`src/rtl/adc_serial_responder.sv`:
```
// Slave-side stand-in for an 8-channel 12-bit serial ADC (ADC128S022 framing) with per-channel test patterns.
// Optional build macro ADC_RESP_NOISE_EN adds LFSR noise on sample bits [2:0] (all channels except ch3).
module adc_serial_responder #(
  parameter int          RAMP_STEP          = 16,
  parameter int          SQUARE_HALF_FRAMES = 256,
  parameter logic [11:0] CONST_VALUE        = 12'h800,
  parameter int          SYNC_STAGES        = 2
) (
  input  logic       CLOCK,
  input  logic       RESET,
  input  logic       ADC_SCLK,
  input  logic       ADC_CS_N,
  input  logic       ADC_SADDR,
  input  logic [1:0] PAT_SEL,
  output logic       ADC_SDAT,
  output logic       FRAME_DONE,
  output logic [2:0] LAST_CH
);

  localparam logic [12:0] STEP13 = 13'(RAMP_STEP);
  localparam int SQ_W = (SQUARE_HALF_FRAMES > 1) ? $clog2(SQUARE_HALF_FRAMES) : 1;
  localparam logic [SQ_W-1:0] SQ_LAST = SQ_W'(SQUARE_HALF_FRAMES - 1);

  typedef enum logic [2:0] {IDLE, LOAD, SHIFT, DONE, TAIL} state_t;
  state_t state_reg, state_next;

  logic [SYNC_STAGES-1:0] sclk_sync_reg, cs_n_sync_reg, saddr_sync_reg;
  logic sclk_prev_reg, cs_n_prev_reg;
  logic sclk_s, cs_n_s, saddr_s;
  logic sclk_rise, sclk_fall, cs_fall, cs_rise;

  logic [15:0]     shift_reg;
  logic [3:0]      bit_cnt_reg;
  logic [2:0]      addr_reg, next_ch_reg, last_ch_reg;
  logic [11:0]     ramp_reg, triangle_reg;
  logic            tri_up_reg, sq_high_reg;
  logic [SQ_W-1:0] sq_cnt_reg;
  logic [12:0]     tri_sum;
  logic [11:0]     square_val, ch0_val, base_val, sample_val;
`ifdef ADC_RESP_NOISE_EN
  logic [15:0]     lfsr_reg;
`endif

  // Pure synchronizers; the edge detector reloads from them every cycle, so a reset
  // taken while CS_N is held low never manufactures a false falling edge.
  always_ff @(posedge CLOCK) begin
    sclk_sync_reg  <= {sclk_sync_reg[SYNC_STAGES-2:0], ADC_SCLK};
    cs_n_sync_reg  <= {cs_n_sync_reg[SYNC_STAGES-2:0], ADC_CS_N};
    saddr_sync_reg <= {saddr_sync_reg[SYNC_STAGES-2:0], ADC_SADDR};
    sclk_prev_reg  <= sclk_s;
    cs_n_prev_reg  <= cs_n_s;
  end

  assign sclk_s    = sclk_sync_reg[SYNC_STAGES-1];
  assign cs_n_s    = cs_n_sync_reg[SYNC_STAGES-1];
  assign saddr_s   = saddr_sync_reg[SYNC_STAGES-1];
  assign sclk_rise = sclk_s & ~sclk_prev_reg;
  assign sclk_fall = ~sclk_s & sclk_prev_reg;
  assign cs_fall   = ~cs_n_s & cs_n_prev_reg;
  assign cs_rise   = cs_n_s & ~cs_n_prev_reg;

  always_comb begin
    state_next = state_reg;
    ADC_SDAT   = 1'b0;
    FRAME_DONE = 1'b0;
    case (state_reg)
      IDLE:  if (cs_fall) state_next = LOAD;
      LOAD:  state_next = cs_rise ? IDLE : SHIFT;
      SHIFT: begin
        ADC_SDAT = shift_reg[15];
        if (cs_rise) state_next = IDLE;
        else if (sclk_rise && bit_cnt_reg == 4'd15) state_next = DONE;
      end
      DONE: begin
        FRAME_DONE = 1'b1;
        state_next = cs_rise ? IDLE : TAIL;
      end
      TAIL:    if (cs_rise) state_next = IDLE;
      default: state_next = IDLE;
    endcase
  end

  // Sample selection for the channel latched by the previous frame
  always_comb begin
    square_val = sq_high_reg ? 12'hC00 : 12'h400;
    case (PAT_SEL)
      2'd0:    ch0_val = ramp_reg;
      2'd1:    ch0_val = triangle_reg;
      2'd2:    ch0_val = square_val;
      default: ch0_val = CONST_VALUE;
    endcase
    case (next_ch_reg)
      3'd0:    base_val = ch0_val;
      3'd1:    base_val = triangle_reg;
      3'd2:    base_val = square_val;
      3'd3:    base_val = CONST_VALUE;
      default: base_val = {next_ch_reg, 9'h000};
    endcase
`ifdef ADC_RESP_NOISE_EN
    sample_val = base_val ^ {9'h000, (next_ch_reg == 3'd3) ? 3'b000 : lfsr_reg[2:0]};
`else
    sample_val = base_val;
`endif
  end

  assign tri_sum = {1'b0, triangle_reg} + STEP13;
  assign LAST_CH = last_ch_reg;

  always_ff @(posedge CLOCK) begin
    if (RESET) begin
      state_reg    <= IDLE;
      shift_reg    <= '0;
      bit_cnt_reg  <= '0;
      addr_reg     <= '0;
      next_ch_reg  <= '0;
      last_ch_reg  <= '0;
      ramp_reg     <= '0;
      triangle_reg <= '0;
      tri_up_reg   <= 1'b1;
      sq_high_reg  <= 1'b0;
      sq_cnt_reg   <= '0;
`ifdef ADC_RESP_NOISE_EN
      lfsr_reg     <= 16'hACE1;
`endif
    end else begin
      state_reg <= state_next;
      case (state_reg)
        LOAD: begin
          shift_reg   <= {4'b0000, sample_val};
          bit_cnt_reg <= '0;
          addr_reg    <= '0;
        end
        SHIFT: if (!cs_rise) begin
          if (sclk_fall) shift_reg <= {shift_reg[14:0], 1'b0};
          if (sclk_rise) begin
            bit_cnt_reg <= bit_cnt_reg + 4'd1;
            // Rises 3, 4, 5 carry the channel address MSB first
            case (bit_cnt_reg)
              4'd2:    addr_reg[2] <= saddr_s;
              4'd3:    addr_reg[1] <= saddr_s;
              4'd4:    addr_reg[0] <= saddr_s;
              default: ;
            endcase
          end
        end
        DONE: begin
          next_ch_reg <= addr_reg;
          last_ch_reg <= addr_reg;
          ramp_reg    <= ramp_reg + STEP13[11:0];
          if (tri_up_reg) begin
            if (tri_sum > 13'd4095) begin
              triangle_reg <= 12'hFFF;
              tri_up_reg   <= 1'b0;
            end else begin
              triangle_reg <= tri_sum[11:0];
            end
          end else if ({1'b0, triangle_reg} < STEP13) begin
            triangle_reg <= '0;
            tri_up_reg   <= 1'b1;
          end else begin
            triangle_reg <= triangle_reg - STEP13[11:0];
          end
          if (sq_cnt_reg == SQ_LAST) begin
            sq_cnt_reg  <= '0;
            sq_high_reg <= ~sq_high_reg;
          end else begin
            sq_cnt_reg <= sq_cnt_reg + 1'b1;
          end
`ifdef ADC_RESP_NOISE_EN
          lfsr_reg <= {lfsr_reg[14:0], lfsr_reg[15] ^ lfsr_reg[13] ^ lfsr_reg[12] ^ lfsr_reg[10]};
`endif
        end
        default: ;
      endcase
    end
  end

endmodule
```
`config.mk`:
```
export PLATFORM = sky130hd
export DESIGN_NAME = adc_serial_responder
export DESIGN_NICKNAME = d
export VERILOG_FILES = /design/src/rtl/adc_serial_responder.sv
export SDC_FILE = /design/constraint.sdc
export NUM_CORES = 1
export LEC_CHECK = 0
export BUFFER_PORTS_ARGS = -buffer_cell sky130_fd_sc_hd__buf_2
export CAP_MARGIN = 20
export CORE_ASPECT_RATIO = 1.1
export CORE_MARGIN = 2
export CORE_UTILIZATION = 41
export CTS_CLUSTER_SIZE = 28
export DETAILED_ROUTE_END_ITERATION = 12
export SLEW_MARGIN = 10
export SYNTH_ARGS = -nofsm -noshare
export SYNTH_HDL_FRONTEND = slang
export SYNTH_SLANG_ARGS = --single-unit
```
`constraint.sdc`:
```
create_clock -name CLOCK -period 2.15 [get_ports CLOCK]
set_clock_uncertainty 0.2 [all_clocks]
set_input_delay 0 -clock CLOCK [delete_from_list [all_inputs] [get_ports CLOCK]]
set_output_delay 0 -clock CLOCK [all_outputs]
set_load 0.005 [all_outputs]
```
==> results.toml, run 1 <==
[clock_tree]
cts.htree.levels = 3
cts_buffers = 9
clkTransAtPathRegs_ns = 0.07
clk_path_buf_depth = 2
cts_tree = "built"
root_buffer = "clkbuf_8"
clkSinkCount = 64
clock_latency_ns = 0.34

[placement]
place_hpwl_um = 5273
place.gp.congestion = 0.8706
place_ws_ns = 0.01183
placed_area_sq_um = 3567
port_buffers = 11

[logic_synthesis]
synth_area_leaders = "dfxtp_1 39%, nor2_1 5.6%, a21oi_1 5.3%"
synth_seq_area_share_pct = 39.08
synth_edf_count = 0
syn-cell-area_sq_um = 3278
synthCells = 396
synth_top_area_share_pct = 39.08
synth_cell_type_count = 63
yosysMostFrequentCell = "dfxtp_1"
yosysTopAreaCell = "dfxtp_1"
yosysWarnings = 0
synthFlopType = "dfxtp_1"
synth_seq_cells = 64
syn-num-nets = 411
yosys-top-cells-count = "64 x dfxtp_1, 49 x nor2_1, 39 x nand2_1"
avgSynthCellArea_sq_um = 8.278
synthArstFlopShare_pct = 0

[setup_path]
crit_path_end_kind = "flip-flop"
cp_cell_sequence = "inv_2, ha_1, nand4b_1, or4_4, a211oi_4, nor3_2, o32ai_1"
path_max_fanout = 4
start_kind = "flip-flop"
required_ns = 2.19
arrival_ns = 2.14
crit_start = "triangle_reg[4]$_SDFFE_PP0P_"
critPathSlowestCell = "or4_4"
cp_slowest_stage_delay_ns = 0.44
r2r_start = "triangle_reg[4]$_SDFFE_PP0P_"
cp_top_family = "simple AND/OR/NAND/NOR gates"
path_class = "reg -> reg"
worst-path-buf-inv = 1

[floorplanning]
die_y_um = 97.78
die-area_sq_um = 8727
ios = 12
dieWidth_um = 89.26
start_util_pct = 41.88
rows = 34
coreArea_sq_um = 7828

[power_and_ir_drop]
power_mw = 2.332
pwr_density_cell_nw_per_um2 = 602.1
p_leak_nw = 1.355
vdd_ir_drop_max_uv = 360.7

[detailed_routing]
via_count = 2933
drtIter0Drc = 173
drc_errors = 0
wire_per_inst_um = 14.04
viasPerCell = 5.462
routed_wl_um = 7537
ant_nets = 0
drtPass1Iterations = 4

[global_routing]
antenna_found_initial = 0
grt_pass1_vias = 2766
grt_first_pass_wirelength_um = 12770
gr-total-overflow = 0
grtUsageTotal_pct = 18.33
grt_max_degree = 30

[sta]
worstMarginPinSlew_ns = 0.5555
finalCritPeriodShare_pct = 97.52
drv_slew = 0
fin_crit_ns = 2.097
fmax_mhz = 476.9
finalSetupViolCount = 0
fin_ws_ns = 0.05328
hold_violations = 0
rsz0062_at_grt = "yes"
maxSlewHeadroom_pct = 62.97

[cells_and_area]
largest_register_ff_count = 16
diodes = 0
layout-drive-gt1-share_pct = 19.11
stdcell_area_sq_um = 3874
area_growth_pct = 18.17
fin_nets = 439

[hold_path]
hold_path.class = "in -> reg"
worstHoldStart = "PAT_SEL[0]"

[run]
drv_cap = 0

[run_status]
status = "complete, no violations"
[worst paths after layout]
| check | end | slack [ns] | cells after the start |
|---|---|---|---|
| worst max register to register | triangle_reg[7]$_SDFFE_PP0P_ | 0.05 | 7 |
| worst min register to register | saddr_sync_reg[1]$_DFF_P_ | 0.13 | 0 |
| worst max-delay path | triangle_reg[7]$_SDFFE_PP0P_ | 0.05 | 7 |
| worst min-delay path | shift_reg[10]$_SDFFE_PP0P_ | 0.04 | 5 |
[power breakdown]
group	switching, mW	internal [mW]	total [mW]
sequential	0.0221	1.21	1.24
combinational	0.104	0.0844	0.188
clock	0.462	0.445	0.907
[final cells by class]
cell class                 instances  area, sq um
inverter                          11        41.29
tap                              108        135.1
timing repair buffer              45        345.3
multi-input combinational        293         1888
clock buffer                      11        141.4
clock inverter                     5        32.53
fill                             784         3954
sequential                        64         1290
[routing by layer]
metal / vias to the layer above / routed length (um) / global-route usage (%)
met5: - / 0 / 0
met4: 0 / 159 / 9.070
met3: 19 / 306 / 2.959
met2: 62 / 3555 / 28.66
met1: 1371 / 3516 / 24.24
li1: 1481 / - / -
[per-stage QoR]
stage / std cells / hold slack, ns / setup TNS, ns / utilization [%]
after floorplan: 396 / -0.1723 / 0 / -
after global placement: 513 / -0.09804 / 0 / 45.57
after detailed placement: 513 / -0.09593 / 0 / 45.57
after CTS: 533 / 0.02799 / 0 / 48.32
after global routing: 537 / 0.07310 / -0.1264 / 49.49
final: 537 / 0.03834 / 0 / 49.49
[cells in the final DEF (no fill, tap or decap), types with 9 or more instances in the layout]
cell      count
a21oi_1      35
dfxtp_1      61
buf_2        11
o21ai_0       9
nor3_1       12
clkbuf_8     10
nand2_1      38
buf_4        28
xor2_1       12
nor2_1       49
nand3_1      16
a211oi_1     14
[cell families (layout without fill, tap and decap cells)]
group	count (synthesis)	after routing	synth area share, %
xor gates and xnor gates	18	18	4.809
and+or+nand+nor	164	164	25.61
buffers and inverters	39	72	5.343
AOI/OAI and AO/OA	103	103	22.10
adders and majority gates	8	8	3.054
DFF	64	64	39.08
[worst reg2reg max path: cells and delay by family (launching register included)]
| family | cells | cell delay [ns] |
|---|---|---|
| compound gates | 2 | 0.54 |
| fa+ha+maj | 1 | 0.18 |
| buf+inv | 1 | 0.05 |
| flops | 1 | 0.36 |
| simple gates | 3 | 0.67 |
[what timing repair did]
| item | CTS | global route |
|---|---|---|
| setup buffers | 0 | 4 |
| endpoints found under the hold margin | 20 | 0 |
| hold buffers | 4 | 0 |
| gates resized for setup | 1 | 15 |
| setup endpoints to repair | 1 | 11 |
| pin swaps | 0 | 7 |
Power figures use the tool's default switching activity.
==> run 2, diff against run 1 <==
--- a/config.mk
+++ b/config.mk
@@ -5,11 +5,12 @@
 export SDC_FILE = /design/constraint.sdc
 export NUM_CORES = 1
 export LEC_CHECK = 0
-export BUFFER_PORTS_ARGS = -buffer_cell sky130_fd_sc_hd__buf_2
+export BUFFER_PORTS_ARGS = -buffer_cell sky130_fd_sc_hd__buf_4
 export CAP_MARGIN = 20
 export CORE_ASPECT_RATIO = 1.1
 export CORE_MARGIN = 2
 export CORE_UTILIZATION = 41
+export CTS_CLUSTER_DIAMETER = 150
 export CTS_CLUSTER_SIZE = 28
 export DETAILED_ROUTE_END_ITERATION = 12
 export SLEW_MARGIN = 10
==> run 2 against run 1 <==
Worst hold slack worse by 0.0092 ns. Wire length is 0.49% lower. Final area increased by 0.29%. Global-route usage increased by 0.21 points. Fmax grew 1.8%. Register-to-register slack improved by 0.04 ns. Highest routed layer unchanged.
==> results.toml, run 2 (synthesis results as in run 1) <==
[placement]
place_hpwl_um = 5222
place.gp.congestion = 0.9007
port_buffers = 11

[clock_tree]
cts_tree = "built"
cts.htree.levels = 3
root_buffer = "clkbuf_8"
clkTransAtPathRegs_ns = 0.06
clock_latency_ns = 0.34
clk_path_buf_depth = 2
cts_buffers = 9
clkSinkCount = 64

[cells_and_area]
largest_register_ff_count = 16
layout-drive-gt1-share_pct = 17.84
fin_nets = 436
final_cell_mix = "60 x dfxtp_1, 49 x nor2_1, 39 x nand2_1"
area_growth_pct = 18.51
final_common_cell = "dfxtp_1"
fin_util_pct = 49.63
diodes = 0

[detailed_routing]
via_count = 2927
viasPerCell = 5.481
wire_per_inst_um = 14.04
drc_errors = 0
routed_wl_um = 7500
drtIter0Drc = 134
drtPass1Iterations = 5
ant_nets = 0

[run]
drv_cap = 0

[setup_path]
start_kind = "flip-flop"
crit_start = "triangle_reg[4]$_SDFFE_PP0P_"
arrival_ns = 2.11
crit_path_end_kind = "flip-flop"
path_class = "reg -> reg"
required_ns = 2.20
r2r_start = "triangle_reg[4]$_SDFFE_PP0P_"
path_max_fanout = 4

[floorplanning]
dieWidth_um = 89.26
ios = 12
coreArea_sq_um = 7828
rows = 34
start_util_pct = 41.88
die_y_um = 97.78
die-area_sq_um = 8727

[global_routing]
gr-total-overflow = 0
grtUsageTotal_pct = 18.54
antenna_found_initial = 0
grt_pass1_vias = 2753
grt_first_pass_wirelength_um = 12850
grt_max_degree = 54

[sta]
worstMarginPinSlew_ns = 0.5649
hold_violations = 0
finalCritPeriodShare_pct = 95.79
drv_slew = 0
rsz0062_at_grt = "yes"
finalSetupViolCount = 0
fin_crit_ns = 2.060
fmax_mhz = 485.5
maxSlewHeadroom_pct = 62.34

[power_and_ir_drop]
pwr_density_cell_nw_per_um2 = 633.4
p_leak_nw = 1.364
vdd_ir_drop_max_uv = 399.6
power_mw = 2.461

[run_status]
status = "complete, no violations"

[hold_path]
worstHoldStart = "PAT_SEL[0]"
hold_path.class = "in -> reg"
## run 2: timing repair
action / 4_1_cts / 5_1_grt
buffers inserted: 0 / 2
pin swaps: 2 / 7
hold endpoints to repair: 33 / 0
hold buffers: 4 / 0
resized for setup: 5 / 8
setup endpoints to repair: 4 / 9
## run 2: stage by stage
step                      area, sq um  hold slack (ns)  worst slack, ns  setup TNS (ns)  std cells
after floorplan                  3304          -0.1723          0.01219               0        396
after global placement           3587         -0.09574          0.02361               0        512
after detailed placement         3587         -0.09431        -0.008808       -0.008808        512
after CTS                        3840          0.02337        0.0006035               0        532
after global routing             3885          0.09308        -0.001732       -0.001732        534
final                            3885          0.02917          0.09048               0        534
## run 2: worst max-delay path, stage by stage, from the launching register on
cell and delay, ns:
dfxtp_4 0.38, inv_4 0.04, ha_4 0.25, nand4b_1 0.09
or4_4 0.44, a211oi_4 0.25, nor3_2 0.08, o32ai_1 0.24
## run 2: cell type report
type / instances / area (sq um)
Clock buffer: 13 / 158.9
Clock inverter: 3 / 40.04
Fill cell: 766 / 3943
Inverter: 11 / 43.79
Multi-Input combinational cell: 293 / 1866
Sequential cell: 64 / 1291
Tap cell: 108 / 135.1
Timing Repair Buffer: 42 / 350.3
## run 2: report_power, final
part	switching [mW]	internal [mW]	leakage, nW
sequential	0.0214	1.22	0.523
clock	0.439	0.596	0.103
combinational	0.104	0.0852	0.738
total	0.564	1.90	1.36
## run 2: path summary, 6_finish.rpt
| path | end | slack [ns] | depth (start not counted) |
|---|---|---|---|
| setup reg to reg | triangle_reg[7]$_SDFFE_PP0P_ | 0.09 | 7 |
| hold / removal | shift_reg[10]$_SDFFE_PP0P_ | 0.03 | 5 |
| setup / recovery | triangle_reg[7]$_SDFFE_PP0P_ | 0.09 | 7 |
| hold reg to reg | sclk_sync_reg[1]$_DFF_P_ | 0.13 | 0 |
## run 2: layer usage
layer  wire length [um]  up-vias  GRT usage [%]  share of wire, %
met5                  0        -              0                 0
met4                153        0          8.266               2.0
met3                275       12          4.142               3.7
met2               3599       58          29.12                48
met1               3472     1390          24.05                46
li1                   -     1467              -                 -
